File: src/rtl/csr_pkg.sv
// Shared machine-mode CSR definitions: address map, mstatus bit positions, read mux helpers.
package csr_pkg;

  localparam int unsigned XLEN   = 32;
  localparam int unsigned CSR_AW = 12;

  localparam logic [CSR_AW-1:0] CSR_MSTATUS  = 12'h300;
  localparam logic [CSR_AW-1:0] CSR_MISA     = 12'h301;
  localparam logic [CSR_AW-1:0] CSR_MIE      = 12'h304;
  localparam logic [CSR_AW-1:0] CSR_MTVEC    = 12'h305;
  localparam logic [CSR_AW-1:0] CSR_MSCRATCH = 12'h340;
  localparam logic [CSR_AW-1:0] CSR_MEPC     = 12'h341;
  localparam logic [CSR_AW-1:0] CSR_MCAUSE   = 12'h342;
  localparam logic [CSR_AW-1:0] CSR_MCYCLE   = 12'hB00;
  localparam logic [CSR_AW-1:0] CSR_MCYCLEH  = 12'hB80;
  localparam logic [CSR_AW-1:0] CSR_MHARTID  = 12'hF14;

  localparam int unsigned MSTATUS_MIE  = 3;
  localparam int unsigned MSTATUS_MPIE = 7;

  typedef struct packed {
    logic [XLEN-1:0] mstatus;
    logic [XLEN-1:0] mie;
    logic [XLEN-1:0] mtvec;
    logic [XLEN-1:0] mscratch;
    logic [XLEN-1:0] mepc;
    logic [XLEN-1:0] mcause;
    logic [XLEN-1:0] mcycle;
    logic [XLEN-1:0] mcycleh;
  } csr_regs_t;

  function automatic logic csr_writable(input logic [CSR_AW-1:0] a);
    case (a)
      CSR_MSTATUS, CSR_MIE, CSR_MTVEC, CSR_MSCRATCH,
      CSR_MEPC, CSR_MCAUSE, CSR_MCYCLE, CSR_MCYCLEH: csr_writable = 1'b1;
      default:                                       csr_writable = 1'b0;
    endcase
  endfunction

  function automatic logic [XLEN-1:0] csr_read(input csr_regs_t r,
                                               input logic [CSR_AW-1:0] a,
                                               input logic [XLEN-1:0] misa);
    case (a)
      CSR_MSTATUS:  csr_read = r.mstatus;
      CSR_MISA:     csr_read = misa;
      CSR_MIE:      csr_read = r.mie;
      CSR_MTVEC:    csr_read = r.mtvec;
      CSR_MSCRATCH: csr_read = r.mscratch;
      CSR_MEPC:     csr_read = r.mepc;
      CSR_MCAUSE:   csr_read = r.mcause;
      CSR_MCYCLE:   csr_read = r.mcycle;
      CSR_MCYCLEH:  csr_read = r.mcycleh;
      default:      csr_read = '0;
    endcase
  endfunction

endpackage

File: src/rtl/csr_cycle_counter.sv
// Free-running 64-bit cycle counter; a write to either half loads it and freezes both halves that cycle.
module csr_cycle_counter
  import csr_pkg::*;
(
  input  logic            clk,
  input  logic            rst,
  input  logic            lo_we,
  input  logic            hi_we,
  input  logic [XLEN-1:0] wdata,
  output logic [XLEN-1:0] cycle_lo,
  output logic [XLEN-1:0] cycle_hi
);

  always_ff @(posedge clk) begin
    if (rst) begin
      cycle_lo <= '0;
      cycle_hi <= '0;
    end else if (lo_we || hi_we) begin
      if (lo_we) cycle_lo <= wdata;
      if (hi_we) cycle_hi <= wdata;
    end else begin
      {cycle_hi, cycle_lo} <= {cycle_hi, cycle_lo} + 64'(1);
    end
  end

endmodule

File: src/rtl/csr_reg_file.sv
// Machine-mode CSR file shared by the execute stage and the interrupt controller,
// with controller-priority write arbitration and write-to-read bypass on both read ports.
module csr_reg_file
  import csr_pkg::*;
#(
  parameter logic [31:0] MISA_VAL = 32'h40000100
) (
  input  logic        clk,
  input  logic        rst,
  input  logic        we_i,
  input  logic [31:0] waddr_i,
  input  logic [31:0] data_i,
  input  logic [31:0] raddr_i,
  output logic [31:0] data_o,
  input  logic        clint_we_i,
  input  logic [31:0] clint_waddr_i,
  input  logic [31:0] clint_data_i,
  input  logic [31:0] clint_raddr_i,
  output logic [31:0] clint_data_o,
  output logic [31:0] csr_mtvec_o,
  output logic [31:0] csr_mepc_o,
  output logic [31:0] csr_mstatus_o,
  output logic        global_interrupt_en_o
);

  logic [XLEN-1:0]   mstatus_q, mie_q, mtvec_q, mscratch_q, mepc_q, mcause_q;
  logic [XLEN-1:0]   mcycle, mcycleh;
  logic              wr_en;
  logic [CSR_AW-1:0] wr_addr;
  logic [XLEN-1:0]   wr_data;
  logic [XLEN-1:0]   wr_val;
  csr_regs_t         regs;

  // Upper address bits are ignored by the decoder.
  logic unused_addr_bits;
  assign unused_addr_bits = ^{waddr_i[31:12], raddr_i[31:12],
                              clint_waddr_i[31:12], clint_raddr_i[31:12]};

  // Controller write wins outright; the execute write is dropped.
  always_comb begin
    wr_en   = we_i | clint_we_i;
    wr_addr = waddr_i[CSR_AW-1:0];
    wr_data = data_i;
    if (clint_we_i) begin
      wr_addr = clint_waddr_i[CSR_AW-1:0];
      wr_data = clint_data_i;
    end
    wr_val = (wr_addr == CSR_MEPC) ? {wr_data[XLEN-1:2], 2'b00} : wr_data;
  end

  always_ff @(posedge clk) begin
    if (rst) begin
      mstatus_q  <= '0;
      mie_q      <= '0;
      mtvec_q    <= '0;
      mscratch_q <= '0;
      mepc_q     <= '0;
      mcause_q   <= '0;
    end else if (wr_en) begin
      case (wr_addr)
        CSR_MSTATUS:  mstatus_q  <= wr_val;
        CSR_MIE:      mie_q      <= wr_val;
        CSR_MTVEC:    mtvec_q    <= wr_val;
        CSR_MSCRATCH: mscratch_q <= wr_val;
        CSR_MEPC:     mepc_q     <= wr_val;
        CSR_MCAUSE:   mcause_q   <= wr_val;
        default:      ;
      endcase
    end
  end

  csr_cycle_counter u_cycle (
    .clk      (clk),
    .rst      (rst),
    .lo_we    (wr_en && (wr_addr == CSR_MCYCLE)),
    .hi_we    (wr_en && (wr_addr == CSR_MCYCLEH)),
    .wdata    (wr_data),
    .cycle_lo (mcycle),
    .cycle_hi (mcycleh)
  );

  always_comb begin
    regs = '{mstatus: mstatus_q, mie: mie_q, mtvec: mtvec_q, mscratch: mscratch_q,
             mepc: mepc_q, mcause: mcause_q, mcycle: mcycle, mcycleh: mcycleh};
  end

  // Read ports: a committed write to a writable CSR is forwarded in the same cycle.
  always_comb begin
    data_o = csr_read(regs, raddr_i[CSR_AW-1:0], MISA_VAL);
    if (wr_en && csr_writable(wr_addr) && (wr_addr == raddr_i[CSR_AW-1:0]))
      data_o = wr_val;
    clint_data_o = csr_read(regs, clint_raddr_i[CSR_AW-1:0], MISA_VAL);
    if (wr_en && csr_writable(wr_addr) && (wr_addr == clint_raddr_i[CSR_AW-1:0]))
      clint_data_o = wr_val;
  end

  assign csr_mtvec_o           = mtvec_q;
  assign csr_mepc_o            = mepc_q;
  assign csr_mstatus_o         = mstatus_q;
  assign global_interrupt_en_o = mstatus_q[MSTATUS_MIE];

endmodule

File: config.mk
export PLATFORM = sky130hd
export DESIGN_NAME = csr_reg_file
export DESIGN_NICKNAME = d
export VERILOG_FILES = /design/src/rtl/csr_pkg.sv /design/src/rtl/csr_cycle_counter.sv /design/src/rtl/csr_reg_file.sv
export SDC_FILE = /design/constraint.sdc
export NUM_CORES = 1
export LEC_CHECK = 0
export ABC_AREA = 0
export ABC_CLOCK_PERIOD_IN_PS = 4400
export BUFFER_PORTS_ARGS = -buffer_cell sky130_fd_sc_hd__buf_2
export CORE_UTILIZATION = 40
export DETAILED_ROUTE_END_ITERATION = 16
export SYNTH_ARGS = -nofsm -noshare
export SYNTH_HDL_FRONTEND = slang
export SYNTH_HIERARCHICAL = 1
export SYNTH_SLANG_ARGS = --single-unit
File: constraint.sdc
create_clock -name clk -period 4.4 [get_ports clk]
set_input_delay 0.88 -clock clk [delete_from_list [all_inputs] [get_ports clk]]
set_output_delay 0.88 -clock clk [all_outputs]
set_load 0.01 [all_outputs]
Word level (Yosys, flattened, before mapping)

Index checks and enable logic that the tools add are counted.
Widths: inputs -> output; s select.

Input port bits: 196
Bits in registers: 256
Word-level logic and storage cells: 65

Bitwise gates (word level): 1
Equality and inequality tests: 30
$add $sub $neg: 1
Reductions and logical operators: 13
Multiplexer cells: 12

Operators by type and width:

| kind                  | number |
|---|---|
| $pmux 32 s9           | 2 |
| $eq 12x10->1 const B  | 20 |
| $mux 32               | 7 |
| $eq 12x12->1 const B  | 6 |
| $add 64x1->64 const B | 1 |
| $eq 12x12->1          | 2 |
| $mux 12               | 1 |
| $reduce_and 2->1      | 6 |
| $reduce_or 8->1       | 1 |
| $logic_and 1x1->1     | 5 |
| $ne 2x1->1 const B    | 2 |
| $mux 2                | 1 |
| $logic_or 1x1->1      | 1 |
| $mux 1                | 1 |
| $or 1x1->1            | 1 |

Depth between registers and ports, before layout

Depth in word-level cells: 7
Mapped depth: 11

Modules after synthesis

Netlist, hierarchy kept.

Modules (own cells, without submodules):

| module            | cells an instance | area each (sq um) | instances |
|---|---|---|---|
| csr_reg_file      | 1475              | 12336.8           | 1 |
| csr_cycle_counter | 494               | 3880.0            | 1 |

Worst setup path before layout

No wires, ideal clock.

Kind: input to output
Start point: input port clint_we_i
End point: output port data_o[22]
Arrival time: 2.850 ns
Stages on the path: 8
Buffers on the path: 2
Slack: 0.670 ns
Data required time: 3.520 ns
Cell sequence: buf_6 > nor4_2 > o21ai_2 > nor2_1 > a32oi_1 > nor4_4 > buf_6 > mux2_1

Longest elaborated chain between the ends: 7

Ends and longest elaborated chain:

| what                                                | RTL line           | source |
|---|---|---|
| start, declared                                     | csr_reg_file.sv:15 | `input logic clint_we_i,` |
| $mux 12                                             | csr_reg_file.sv:44 | `if (clint_we_i) begin` |
| $eq 12x10->1 / $eq 12x12->1 (equally long branches) | csr_pkg.sv:33      | `case (a)` |
| $reduce_or 8->1                                     | csr_pkg.sv:33      |  |
| $mux 1                                              | csr_pkg.sv:33      |  |
| $logic_and 1x1->1 (2 in series)                     | csr_reg_file.sv:90 | `if (wr_en && csr_writable(wr_addr) && (wr_addr == raddr_i[CSR_AW-1:0]))` |
| $mux 32 (*)                                         | csr_reg_file.sv:90 |  |
| end, declared                                       | csr_reg_file.sv:14 | `output logic [31:0] data_o,` |

Every way passes the cells marked *; elsewhere a longest branch is shown, timed or not.

Worst setup path after layout

Start point: input port clint_we_i
End point: output port clint_data_o[12]

Longest elaborated chain between the ends: 7

Ends and longest elaborated chain:

| what                                                | RTL line           | source |
|---|---|---|
| $mux 12                                             | csr_reg_file.sv:44 |  |
| $eq 12x10->1 / $eq 12x12->1 (equally long branches) | csr_pkg.sv:33      |  |
| $reduce_or 8->1                                     | csr_pkg.sv:33      |  |
| $mux 1                                              | csr_pkg.sv:33      |  |
| $logic_and 1x1->1 (2 in series)                     | csr_reg_file.sv:93 | `if (wr_en && csr_writable(wr_addr) && (wr_addr == clint_raddr_i[CSR_AW-1:0]))` |
| $mux 32 (*)                                         | csr_reg_file.sv:93 |  |
| end, declared                                       | csr_reg_file.sv:19 | `output logic [31:0] clint_data_o,` |

Marks and branches as above.

==> insert_results.sql <==
INSERT INTO impl_metrics (metric_group, metric, value, unit) VALUES
('die', 'core', '0.03982', 'mm2'),
('worst_setup_path', 'r2r_end', 'u_cycle/cycle_hi[8]', ''),
('cells_and_area', 'multi_input_area', '0.01027', 'mm2'),
('cells_and_area', 'area_growth', '20.06', '%'),
('clocking', 'clock_tree.buffer_depth', '3', ''),
('min_path', 'worst_hold_startpoint', 'csr_mepc_o[4]', ''),
('yosys', 'synthesized_netlist_net_count', '2166', ''),
('routing', 'dr_total_vias', '17160', ''),
('sta', 'worst_pin_slew', '1128', 'ps'),
('routing', 'routed_wirelength', '68520', 'um'),
('sta', 'fin_crit', '4318', 'ps'),
('min_path', 'worst_hold_path_cells', '2', ''),
('power_and_ir_drop', 'p_total', '5.323', 'mW'),
('sta', 'min_period_over_period', '0.9813', ''),
('sta', 'setup_viol', '0', ''),
('worst_setup_path', 'crit_arrival', '3440', 'ps'),
('routing', 'detailedRoute.firstIterationViolations', '2062', ''),
('worst_setup_path', 'critical_path_buf_inv_count', '4', ''),
('routing', 'detail_route_antenna_nets', '0', ''),
('cells_and_area', 'num-nets-final', '2415', ''),
('clocking', 'cts_max_level', '1', ''),
('cells_and_area', 'final_layout_size_suffix_gt1_frac', '0.2255', ''),
('worst_setup_path', 'path_class', 'in -> out', ''),
('sta', 'finClkSkew', '21.24', 'ps'),
('cells_and_area', 'n_fill_cell', '3931', ''),
('yosys', 'synth_enable_flop_cells', '0', ''),
('yosys', 'yosys-mux-area-fraction', '0.1721', ''),
('cells_and_area', 'n_antenna_cell', '0', ''),
('worst_setup_path', 'critPathRequiredTime', '3520', 'ps'),
('yosys', 'ys_seq_area_frac', '0.3160', ''),
('clocking', 'clk_pin_slew', '60', 'ps'),
('grt', 'pin_count_of_the_biggest_net_entering_global_routing', '94', ''),
('die', 'placement_rows', '73', ''),
('place', 'numPlacedInstances', '2711', ''),
('die', 'ioPinCount', '357', ''),
('worst_setup_path', 'timing.critical_path.fanout_max', '22', ''),
('die', 'start_util', '0.4072', ''),
('yosys', 'synth-main-ff-cell', 'dfxtp_1', ''),
('clocking', 'postCtsHoldBufs', '0', ''),
('status', 'outcome', 'finished clean', ''),
('place', 'place_congestion', '0.9414', ''),
('yosys', 'synth_async_sr_flop_share', '0', ''),
('clocking', 'cts_made_buffers', '30', ''),
('worst_setup_path', 'crit_chain', 'buf_4 > buf_4 > mux2i_1 > xor2_1 > nand4_1 > nor4_4 > buf_12 > mux2i_1 > buf_2', ''),
('worst_setup_path', 'worst_setup_path_start_kind', 'input port', ''),
('worst_setup_path', 'r2r_setup_slack', '1250', 'ps'),
('min_path', 'hold_path.class', 'reg -> reg', ''),
('min_path', 'hold_path_end', 'csr_mepc_o[4]', ''),
('sta', 'finalHoldViolCount', '0', ''),
('sta', 'timing.fmax', '231.6', 'MHz'),
('power_and_ir_drop', 'power_density', '273.4', 'mW/mm2'),
('die', 'die-area', '0.04135', 'mm2'),
('yosys', 'synth-simple-area-share', '0.2074', ''),
('clocking', 'clock_tree.root_cell', 'clkbuf_16', ''),
('sta', 'slew-limit-headroom', '0.2420', ''),
('routing', 'remaining_drc_errors', '0', ''),
('yosys', 'netlist-cell-type-count', '76', ''),
('yosys', 'yosys_warnings', '6', ''),
('grt', 'grt_antenna_before_repair', '0', ''),
('routing', 'viasPerCell', '6.207', ''),
('clocking', 'numClockSinks', '256', ''),
('place', 'numPortBuffers', '276', ''),
('grt', 'grt-ovfl-total', '0', ''),
('job', 'max_cap_violations', '0', ''),
('cells_and_area', 'most_common_cell_after_layout_fill_and_taps_aside', 'buf_2', ''),
('power_and_ir_drop', 'vdd_drop_max', '0.2864', 'mV'),
('die', 'die_h', '203.4', 'um'),
('yosys', 'instance_count_of_the_mapped_netlist', '1969', ''),
('sta', 'unrepaired_setup_endpoints_after_global_routing', 'true', ''),
('routing', 'drt_pass1_iterations', '7', ''),
('clocking', 'tritoncts', 'yes', '');
[worst max path at each step]
stage               cells past startpoint  slack, ps          endpoint  startpoint
finish                                  9         80  clint_data_o[12]  clint_we_i
CTS                                     9         60  clint_data_o[12]  clint_we_i
detailed placement                      9         80  clint_data_o[12]  clint_we_i
global route                            9          2  clint_data_o[12]  clint_we_i
floorplan                               8        670        data_o[22]  clint_we_i
global placement                        9         70        data_o[14]  clint_we_i
[sequential cells by signal, indices dropped and copies added (netlist names)]
register / count
csr_mstatus_o: 32
csr_mepc_o: 32
mie_q: 32
u_cycle/cycle_lo: 32
mcause_q: 32
u_cycle/cycle_hi: 32
csr_mtvec_o: 32
mscratch_q: 32
[synth_stat cells, types with 13 or more instances]
cell type,instances,area share
a222oi_1,30,0.019
a221oi_1,30,0.016
a211oi_1,170,0.079
o21ai_0,64,0.020
nor2_1,270,0.062
mux2i_1,210,0.13
or2_2,18,0.0069
clkbuf_1,113,0.026
a21oi_1,54,0.017
buf_2,20,0.0062
nand4_1,42,0.016
nor3_1,20,0.0062
or3_1,18,0.0069
mux2_2,29,0.020
nand3_1,31,0.0096
a22oi_1,21,0.0097
and3_1,16,0.0062
a31oi_1,25,0.0096
o22ai_1,17,0.0066
xor2_1,43,0.023
xnor2_1,16,0.0086
nand2_1,181,0.042
o211ai_1,32,0.015
dfxtp_1,256,0.32
buf_1,13,0.0030
mux2_1,29,0.020
nor4_1,13,0.0050
inv_1,38,0.0088
a311oi_1,15,0.0081
or4_1,14,0.0065
[metrics by stage]
step | cell area [um2] | utilization | worst slack, ps
global route | 19470 | 0.4889 | 2.127
global placement | 18490 | 0.4644 | 71.15
floorplan | 16220 | - | 670.3
detailed placement | 18490 | 0.4644 | 79.38
finish | 19470 | 0.4889 | 82.22
CTS | 19440 | 0.4882 | 57.73
[report_power, final]
group / switching (mW) / internal, mW
Combinational: 0.332 / 0.172
Clock: 1.05 / 1.44
Sequential: 0.00929 / 2.32
Total: 1.39 / 3.93
[cell type report]
class | instances | area share
Clock buffer | 47 | 0.04601
Timing Repair Buffer | 380 | 0.1189
Multi-Input combinational cell | 1510 | 0.5276
Sequential cell | 256 | 0.2632
Clock inverter | 6 | 0.002828
Inverter | 40 | 0.007712
Tap cell | 525 | 0.03374
[per-layer routing]
| metal | track usage | up-vias | part of all wire |
|---|---|---|---|
| met5 | 0 | - | 0 |
| met4 | 0.1088 | 0 | 0.031 |
| met3 | 0.05896 | 152 | 0.094 |
| met2 | 0.4957 | 906 | 0.44 |
| met1 | 0.4489 | 8230 | 0.44 |
| li1 | - | 7867 | - |
[tightest hold or removal path, delay by kind of cell, from the launching register on]
kind / cells / cell delay, ps
AOI/OAI and AO/OA: 1 / 50
and+or+nand+nor: 1 / 60
DFF: 1 / 330
[timing repair]
| action | in CTS | in global routing |
|---|---|---|
| endpoints found under the setup margin | 0 | 49 |
| gates resized for setup | 0 | 5 |
| setup buffers | 0 | 0 |
[logic make-up (layout without fill, tap and decap cells)]
logic type	Yosys count	count (layout)
AOI/OAI and AO/OA	494	494
buffers and inverters	203	473
xor gates and xnor gates	59	59
muxes	270	270
DFF	256	256
adders and majority gates	1	1
and+or+nand+nor	686	686
No activity file was read; power rests on OpenSTA's default activity.
